**config.mk**
```make
export PLATFORM = sky130hd
export DESIGN_NAME = i2c_target_od
export DESIGN_NICKNAME = d
export VERILOG_FILES = /design/src/rtl/i2c_target_od.sv
export SDC_FILE = /design/constraint.sdc
export NUM_CORES = 1
export LEC_CHECK = 0
export CORE_AREA = 2 2 79 81
export CTS_CLUSTER_DIAMETER = 120
export CTS_CLUSTER_SIZE = 14
export DETAILED_ROUTE_END_ITERATION = 10
export DIE_AREA = 0 0 81 83
export GPL_TIMING_DRIVEN = 0
export HOLD_SLACK_MARGIN = 0.08
export PLACE_DENSITY_LB_ADDON = 0.1
export SETUP_SLACK_MARGIN = 0.05
export SLEW_MARGIN = 10
export SYNTH_ARGS = -nofsm -noshare
export SYNTH_HDL_FRONTEND = slang
export SYNTH_SLANG_ARGS = --single-unit
export TNS_END_PERCENT = 100
```
**constraint.sdc**
```tcl
create_clock -name clk -period 3.07 [get_ports clk]
set_clock_uncertainty 0.15 [all_clocks]
set_input_delay 0.614 -clock clk [delete_from_list [all_inputs] [get_ports clk]]
set_output_delay 0.614 -clock clk [all_outputs]
set_load 0.01 [all_outputs]
```
**src/rtl/i2c_target_od.sv**
```systemverilog
// I2C target behind open-drain SCL/SDA pads, bridging one 7-bit address to a byte-wide
// register bus. Supports pointer write, burst write and burst read (with repeated start).
// SDA is only ever pulled low via sda_oe; there is no clock stretching.
//
// Ports:
//   clk        system clock, at least 20x SCL
//   resetn     synchronous reset, active low
//   scl_in     SCL pad input (asynchronous)
//   sda_in     SDA pad input (asynchronous)
//   sda_oe     1 = pull SDA low, 0 = release
//   reg_addr   register pointer
//   reg_wdata  write data
//   reg_we     single-cycle write strobe
//   reg_re     single-cycle read strobe
//   reg_rdata  read data, valid the cycle after reg_re
//   busy       high from an addressed START until STOP
module i2c_target_od #(
  parameter logic [6:0]  I2C_ADDR    = 7'h42,
  parameter int unsigned SYNC_STAGES = 2,
  parameter int unsigned FILTER_LEN  = 3
) (
  input  logic       clk,
  input  logic       resetn,
  input  logic       scl_in,
  input  logic       sda_in,
  output logic       sda_oe,
  output logic [7:0] reg_addr,
  output logic [7:0] reg_wdata,
  output logic       reg_we,
  output logic       reg_re,
  input  logic [7:0] reg_rdata,
  output logic       busy
);

  typedef enum logic [3:0] {
    StIdle, StAddr, StAddrAck, StPtr, StPtrAck,
    StWdata, StWdataAck, StRdata, StRdAck, StIgnore
  } state_e;

  // ---------------------------------------------------------------------------
  // Input conditioning: synchronizer, then agreement filter
  // ---------------------------------------------------------------------------
  logic [SYNC_STAGES-1:0] scl_sync_q, sda_sync_q;
  logic [FILTER_LEN-1:0]  scl_hist_q, sda_hist_q;
  logic                   scl_f_q, sda_f_q, scl_prev_q, sda_prev_q;

  always_ff @(posedge clk) begin
    if (!resetn) begin
      scl_sync_q <= '1;
      sda_sync_q <= '1;
      scl_hist_q <= '1;
      sda_hist_q <= '1;
      scl_f_q    <= 1'b1;
      sda_f_q    <= 1'b1;
      scl_prev_q <= 1'b1;
      sda_prev_q <= 1'b1;
    end else begin
      scl_sync_q <= {scl_sync_q[SYNC_STAGES-2:0], scl_in};
      sda_sync_q <= {sda_sync_q[SYNC_STAGES-2:0], sda_in};
      scl_hist_q <= {scl_hist_q[FILTER_LEN-2:0], scl_sync_q[SYNC_STAGES-1]};
      sda_hist_q <= {sda_hist_q[FILTER_LEN-2:0], sda_sync_q[SYNC_STAGES-1]};
      // Filtered line only moves once the whole history agrees
      if (&scl_hist_q)       scl_f_q <= 1'b1;
      else if (~|scl_hist_q) scl_f_q <= 1'b0;
      if (&sda_hist_q)       sda_f_q <= 1'b1;
      else if (~|sda_hist_q) sda_f_q <= 1'b0;
      scl_prev_q <= scl_f_q;
      sda_prev_q <= sda_f_q;
    end
  end

  logic scl_rise, scl_fall, start_ev, stop_ev;
  assign scl_rise = scl_f_q & ~scl_prev_q;
  assign scl_fall = ~scl_f_q & scl_prev_q;
  // SCL must be high in both cycles so an SCL edge never looks like START/STOP
  assign start_ev = sda_prev_q & ~sda_f_q & scl_f_q & scl_prev_q;
  assign stop_ev  = ~sda_prev_q & sda_f_q & scl_f_q & scl_prev_q;

  // ---------------------------------------------------------------------------
  // Protocol FSM
  // ---------------------------------------------------------------------------
  state_e     state_q, state_d;
  logic [3:0] cnt_q, cnt_d;
  logic [7:0] sr_q, sr_d;
  logic       rw_q, rw_d;
  logic       nack_q, nack_d;
  logic       sda_oe_q, sda_oe_d;
  logic [7:0] reg_addr_q, reg_addr_d;
  logic [7:0] reg_wdata_q, reg_wdata_d;
  logic       reg_we_q, reg_we_d;
  logic       reg_re_q, reg_re_d;
  logic       re_req_q, re_req_d;   // issue reg_re next clk (after pointer increment)
  logic       rd_pend_q, rd_pend_d; // reg_rdata is valid this cycle, load it
  logic       busy_q, busy_d;
  logic [7:0] rx_byte;

  assign rx_byte = {sr_q[6:0], sda_f_q};

  always_ff @(posedge clk) begin
    if (!resetn) begin
      state_q     <= StIdle;
      cnt_q       <= '0;
      sr_q        <= '0;
      rw_q        <= 1'b0;
      nack_q      <= 1'b0;
      sda_oe_q    <= 1'b0;
      reg_addr_q  <= '0;
      reg_wdata_q <= '0;
      reg_we_q    <= 1'b0;
      reg_re_q    <= 1'b0;
      re_req_q    <= 1'b0;
      rd_pend_q   <= 1'b0;
      busy_q      <= 1'b0;
    end else begin
      state_q     <= state_d;
      cnt_q       <= cnt_d;
      sr_q        <= sr_d;
      rw_q        <= rw_d;
      nack_q      <= nack_d;
      sda_oe_q    <= sda_oe_d;
      reg_addr_q  <= reg_addr_d;
      reg_wdata_q <= reg_wdata_d;
      reg_we_q    <= reg_we_d;
      reg_re_q    <= reg_re_d;
      re_req_q    <= re_req_d;
      rd_pend_q   <= rd_pend_d;
      busy_q      <= busy_d;
    end
  end

  always_comb begin
    state_d     = state_q;
    cnt_d       = cnt_q;
    sr_d        = sr_q;
    rw_d        = rw_q;
    nack_d      = nack_q;
    sda_oe_d    = sda_oe_q;
    reg_addr_d  = reg_addr_q;
    reg_wdata_d = reg_wdata_q;
    reg_we_d    = 1'b0;
    reg_re_d    = 1'b0;
    re_req_d    = 1'b0;
    rd_pend_d   = reg_re_q;
    busy_d      = busy_q;

    if (start_ev) begin
      state_d   = StAddr;
      cnt_d     = '0;
      busy_d    = 1'b1;
      sda_oe_d  = 1'b0;
      rd_pend_d = 1'b0;
    end else if (stop_ev) begin
      state_d   = StIdle;
      cnt_d     = '0;
      busy_d    = 1'b0;
      sda_oe_d  = 1'b0;
      rd_pend_d = 1'b0;
    end else begin
      if (re_req_q) reg_re_d = 1'b1;

      case (state_q)
        StAddr: begin
          if (scl_rise) begin
            sr_d  = rx_byte;
            cnt_d = cnt_q + 4'd1;
          end else if (scl_fall && cnt_q == 4'd8) begin
            cnt_d = '0;
            rw_d  = sr_q[0];
            if (sr_q[7:1] == I2C_ADDR) begin
              state_d  = StAddrAck;
              sda_oe_d = 1'b1;
            end else begin
              state_d  = StIgnore;
              sda_oe_d = 1'b0;
              busy_d   = 1'b0;
            end
          end
        end
        StAddrAck: begin
          if (scl_fall) begin
            sda_oe_d = 1'b0;
            cnt_d    = '0;
            if (rw_q) begin
              reg_re_d = 1'b1;
              state_d  = StRdata;
            end else begin
              state_d  = StPtr;
            end
          end
        end
        StPtr: begin
          if (scl_rise) begin
            sr_d  = rx_byte;
            cnt_d = cnt_q + 4'd1;
            if (cnt_q == 4'd7) reg_addr_d = rx_byte;
          end else if (scl_fall && cnt_q == 4'd8) begin
            cnt_d    = '0;
            sda_oe_d = 1'b1;
            state_d  = StPtrAck;
          end
        end
        StPtrAck: begin
          if (scl_fall) begin
            sda_oe_d = 1'b0;
            state_d  = StWdata;
          end
        end
        StWdata: begin
          if (scl_rise) begin
            sr_d  = rx_byte;
            cnt_d = cnt_q + 4'd1;
            if (cnt_q == 4'd7) begin
              reg_wdata_d = rx_byte;
              reg_we_d    = 1'b1;
            end
          end else if (scl_fall && cnt_q == 4'd8) begin
            cnt_d    = '0;
            sda_oe_d = 1'b1;
            state_d  = StWdataAck;
          end
        end
        StWdataAck: begin
          if (scl_fall) begin
            sda_oe_d   = 1'b0;
            reg_addr_d = reg_addr_q + 8'd1;
            state_d    = StWdata;
          end
        end
        StRdata: begin
          if (scl_fall) begin
            if (cnt_q == 4'd8) begin
              sda_oe_d = 1'b0;
              cnt_d    = '0;
              state_d  = StRdAck;
            end else begin
              // sr_q[7] is already on the bus; present the next bit
              sda_oe_d = ~sr_q[6];
              sr_d     = {sr_q[6:0], 1'b0};
              cnt_d    = cnt_q + 4'd1;
            end
          end
        end
        StRdAck: begin
          if (scl_rise) begin
            nack_d = sda_f_q;
          end else if (scl_fall) begin
            if (nack_q) begin
              sda_oe_d = 1'b0;
              state_d  = StIgnore;
            end else begin
              reg_addr_d = reg_addr_q + 8'd1;
              re_req_d   = 1'b1;
              state_d    = StRdata;
            end
          end
        end
        default: ;
      endcase

      // Load the fetched byte and drive its MSB; counts as the first bit sent
      if (rd_pend_q && state_q == StRdata) begin
        sr_d     = reg_rdata;
        sda_oe_d = ~reg_rdata[7];
        cnt_d    = 4'd1;
      end
    end
  end

  assign sda_oe    = sda_oe_q;
  assign reg_addr  = reg_addr_q;
  assign reg_wdata = reg_wdata_q;
  assign reg_we    = reg_we_q;
  assign reg_re    = reg_re_q;
  assign busy      = busy_q;

endmodule

```
==> metrics.md <==
| Metric | Value |
|---|---|
| Hold Path Sink | sda_hist_q[0] |
| Reg-to-reg endpoint | state_q[0] |
| Fin crit period | 2.44 ns |
| Worst path cell trace | buf_2 -> nor4b_1 -> nand2_1 -> o21a_1 -> o311ai_0 -> o2111a_1 |
| Synth Net Count | between 300 and 400 |
| GRT Residual Overflow | 0 |
| Ys flop type | dfxtp_1 |
| GRT Util Overall | 22.6% |
| Syn Area/Cell | 8.24 µm² |
| Filler Cells Inserted | 564 |
| CTS Buffer Depth | 2 |
| Cell count after synthesis | 342 |
| Fraction of registers with async set/reset | 0% |
| Outcome | completed |
| Crit-path max FO | 10 |
| Share of cells above drive strength 1 | under 10% |
| Clk sinks | 54 |
| HPWL Detailed | 5.17 mm |
| CTS root buffer | clkbuf_8 |
| Worst Setup End Kind | flip-flop |
| Drt pass-1 iters | 4 |
| Worst skew pair latency | 0.32 ns |
| Synth Register Bits | 54 |
| Antenna violations before repair | 0 |
| Slowest-stage cell, CP | nor4b_1 |
| Vias in the first global route | ~2500 |
| Hold Violations, Final | 0 |
| Total of max-cap violations | 0 |
| Crit share post-route | around 79% |
| Max Fclk | 410 MHz |
| Ports | 32 |
| Cts bufs inserted | 5 |
| # rows | 28 |
| Worst-Margin Slew | 0.742 ns |
| Final setup violating endpoints | 0 |
| Slew HR | about 50% |
| PD cells | 509 nW/µm² |
| Startpoint Class | flip-flop |
| Core area | 5820 µm² |
| Yosys warns | 0 |
| R2r startpoint | state_q[3] |
| Mapped Area | 2820 µm² |
| Hold path startpoint | sda_sync_q[1] |
| RSZ-0062 raised after global routing | false |
| Number of flops mapped to enable cells by yosys | 0 |
| Starting Density | 48.5% |
| H-tree depth | 2 |
| Fin Setup TNS | 0 ns |
| FF-to-FF setup slack | 0.63 ns |
| Vias per inst | 5.81 |
| Final worst-path setup slack | ~0.63 ns |
| Hold buffer count at cts | 0 |
| Synth unique cells | 57 |
| WL final | 7.26 mm |
| Max incr delay on CP | 0.63 ns |
| Die Area | 6720 µm² |
| Drt drc | 0 |
| Number of port buffers | 30 |
| DR iter-0 viols | 141 |
| Layout Nets | 394 |
| Worst min-delay path class | flip-flop to flip-flop |
| Routed vias | ~2600 |
| Number of setup buffers added after CTS | 0 |
| Antenna Cells | 0 |
| GP Congestion | 0.885 |
| Arr. time, crit path | 2.55 ns |
| Die Ht | 83 µm |
| Hold Crit Depth | 1 |
| Area Growth Syn to Fin | 17.1% |
| Sequential element share of the synthesized area | 38.4% |
| CTS tree | yes |
| Dpl ws | 0.677 ns |
| Pin count of the biggest net entering global routing | 18 |
| Leak pwr | roughly 1.1 nW |
| VDD IR-drop max | 0.000305 V |
| Routed length per instance | around 16 µm |
| Chip width | 81 µm |
| R2R depth | 6 |
| Post_cts resized | 0 |
| WP data required | 3.18 ns |
| First-pass GRT wire length | 12.2 mm |
| Clock-pin transition on the worst setup and hold timing paths | 0.10 ns |
| Worst Path Class, Setup | flip-flop to flip-flop |
| Slew Viols, Final | 0 |
| Post-route ant nets | 0 |
-- cells by family (layout without fill, tap and decap cells) --
group	Yosys count	after routing	share of synthesized area, %
flops	54	54	38.4
fa+ha+maj	3	3	1.33
xor+xnor	3	3	0.933
buf+inv	33	71	4.80
mux	16	16	5.68
compound gates	96	96	23.4
simple gates	137	137	25.4
-- sequential cells by signal, indices dropped and copies added, names as in the netlist, 2 cells and up --
register    flops
sda_hist_q      3
state_q         4
scl_hist_q      3
cnt_q           4
sda_sync_q      2
reg_wdata       8
scl_sync_q      2
sr_q            8
reg_addr        8
-- cells in the mapped netlist, drive strengths merged (2+ instances only) --
cell type	instances	share of area (%)
a211oi	11	3.1
a21o	3	0.80
a21oi	20	3.6
a22o	2	0.62
a311oi	5	1.6
a31o	2	0.62
a31oi	4	0.89
and2	5	1.1
and3	4	0.89
buf	5	1.1
clkbuf	17	2.3
dfxtp	54	38
ha	3	1.3
inv	11	1.5
mux2i	16	5.7
nand2	28	3.7
nand2b	17	3.8
nand3	13	2.3
nand3b	2	0.53
nand4b	2	0.62
nor2	33	4.4
nor2b	5	1.1
nor3	10	1.8
nor3b	6	1.6
nor4	2	0.44
nor4b	2	0.62
o211ai	2	0.53
o21a	3	0.80
o21ai	18	3.2
o311ai	4	1.2
o31ai	8	2.1
o32ai	3	0.93
xnor2	3	0.93
-- routing by layer --
layer / global-route usage, % / share of wire (%) / vias to the layer above
li1: - / - / 1326
met1: 32.9 / 50 / 1254
met2: 34.0 / 45 / 55
met3: 3.70 / 3.5 / 10
met4: 6.93 / 1.4 / 0
met5: 0 / 0 / -
-- worst max path at each step --
stage / start / end / cells after the start
floorplan: state_q[1] / reg_addr[5] / 6
global placement: state_q[2] / sr_q[6] / 8
detailed placement: state_q[2] / sr_q[6] / 8
CTS: state_q[1] / reg_addr[5] / 6
global route: state_q[3] / state_q[0] / 6
finish: state_q[3] / state_q[0] / 6
-- power breakdown --
part | total, W | internal, W | switching, W
clock network | 0.000415 | 0.000165 | 0.000251
registers | 0.000752 | 0.000724 | 0.0000272
logic | 0.000513 | 0.000196 | 0.000316
total | 0.00168 | 0.00109 | 0.000594
-- worst max-delay path, delay by kind of cell, from the launching register on --
kind            cells  cell delay (ns)
compound gates      3             0.78
flops               1             0.41
simple gates        2             0.79
buf+inv             1             0.25
-- cell type report --
type | instances | area, µm² | area share (%)
tap | 75 | 93.8 | 2.84
multi-input combinational | 255 | 1600 | 48.5
timing repair buffer | 30 | 300 | 9.10
clock inverter | 2 | 16.3 | 0.493
inverter | 11 | 41.3 | 1.25
sequential | 54 | 1080 | 32.8
clock buffer | 6 | 72.6 | 2.20
buffer | 22 | 93.8 | 2.84
-- cell usage in the layout (no fill, tap or decap), types with 5 or more instances in the layout --
master	netlist	layout
dfxtp_1	54	54
nor2_1	33	33
clkdlybuf4s50_1	0	30
nand2_1	28	28
a21oi_1	20	20
clkbuf_1	17	18
nand2b_1	17	17
o21ai_0	17	17
mux2i_1	16	16
nand3_1	13	13
inv_1	11	11
nor3_1	10	10
a211oi_1	10	10
o31ai_1	8	8
nor3b_1	6	6
nor2b_1	5	5
and2_1	5	5
a311oi_1	5	5
clkbuf_8	0	5
-- per-stage QoR --
step	instances	hold WS, ns	utilization, %	instance area (µm²)	power (W)
finish	455	0.265	56.8	3300	0.00168
global route	455	0.283	56.8	3300	0.00177
CTS	455	0.270	56.8	3300	0.00168
detailed placement	447	0.244	55.2	3210	0.00126
global placement	447	0.239	55.2	3210	0.00127
floorplan	342	0.236	-	2820	0.00114
(Power assumes the default switching activity.)
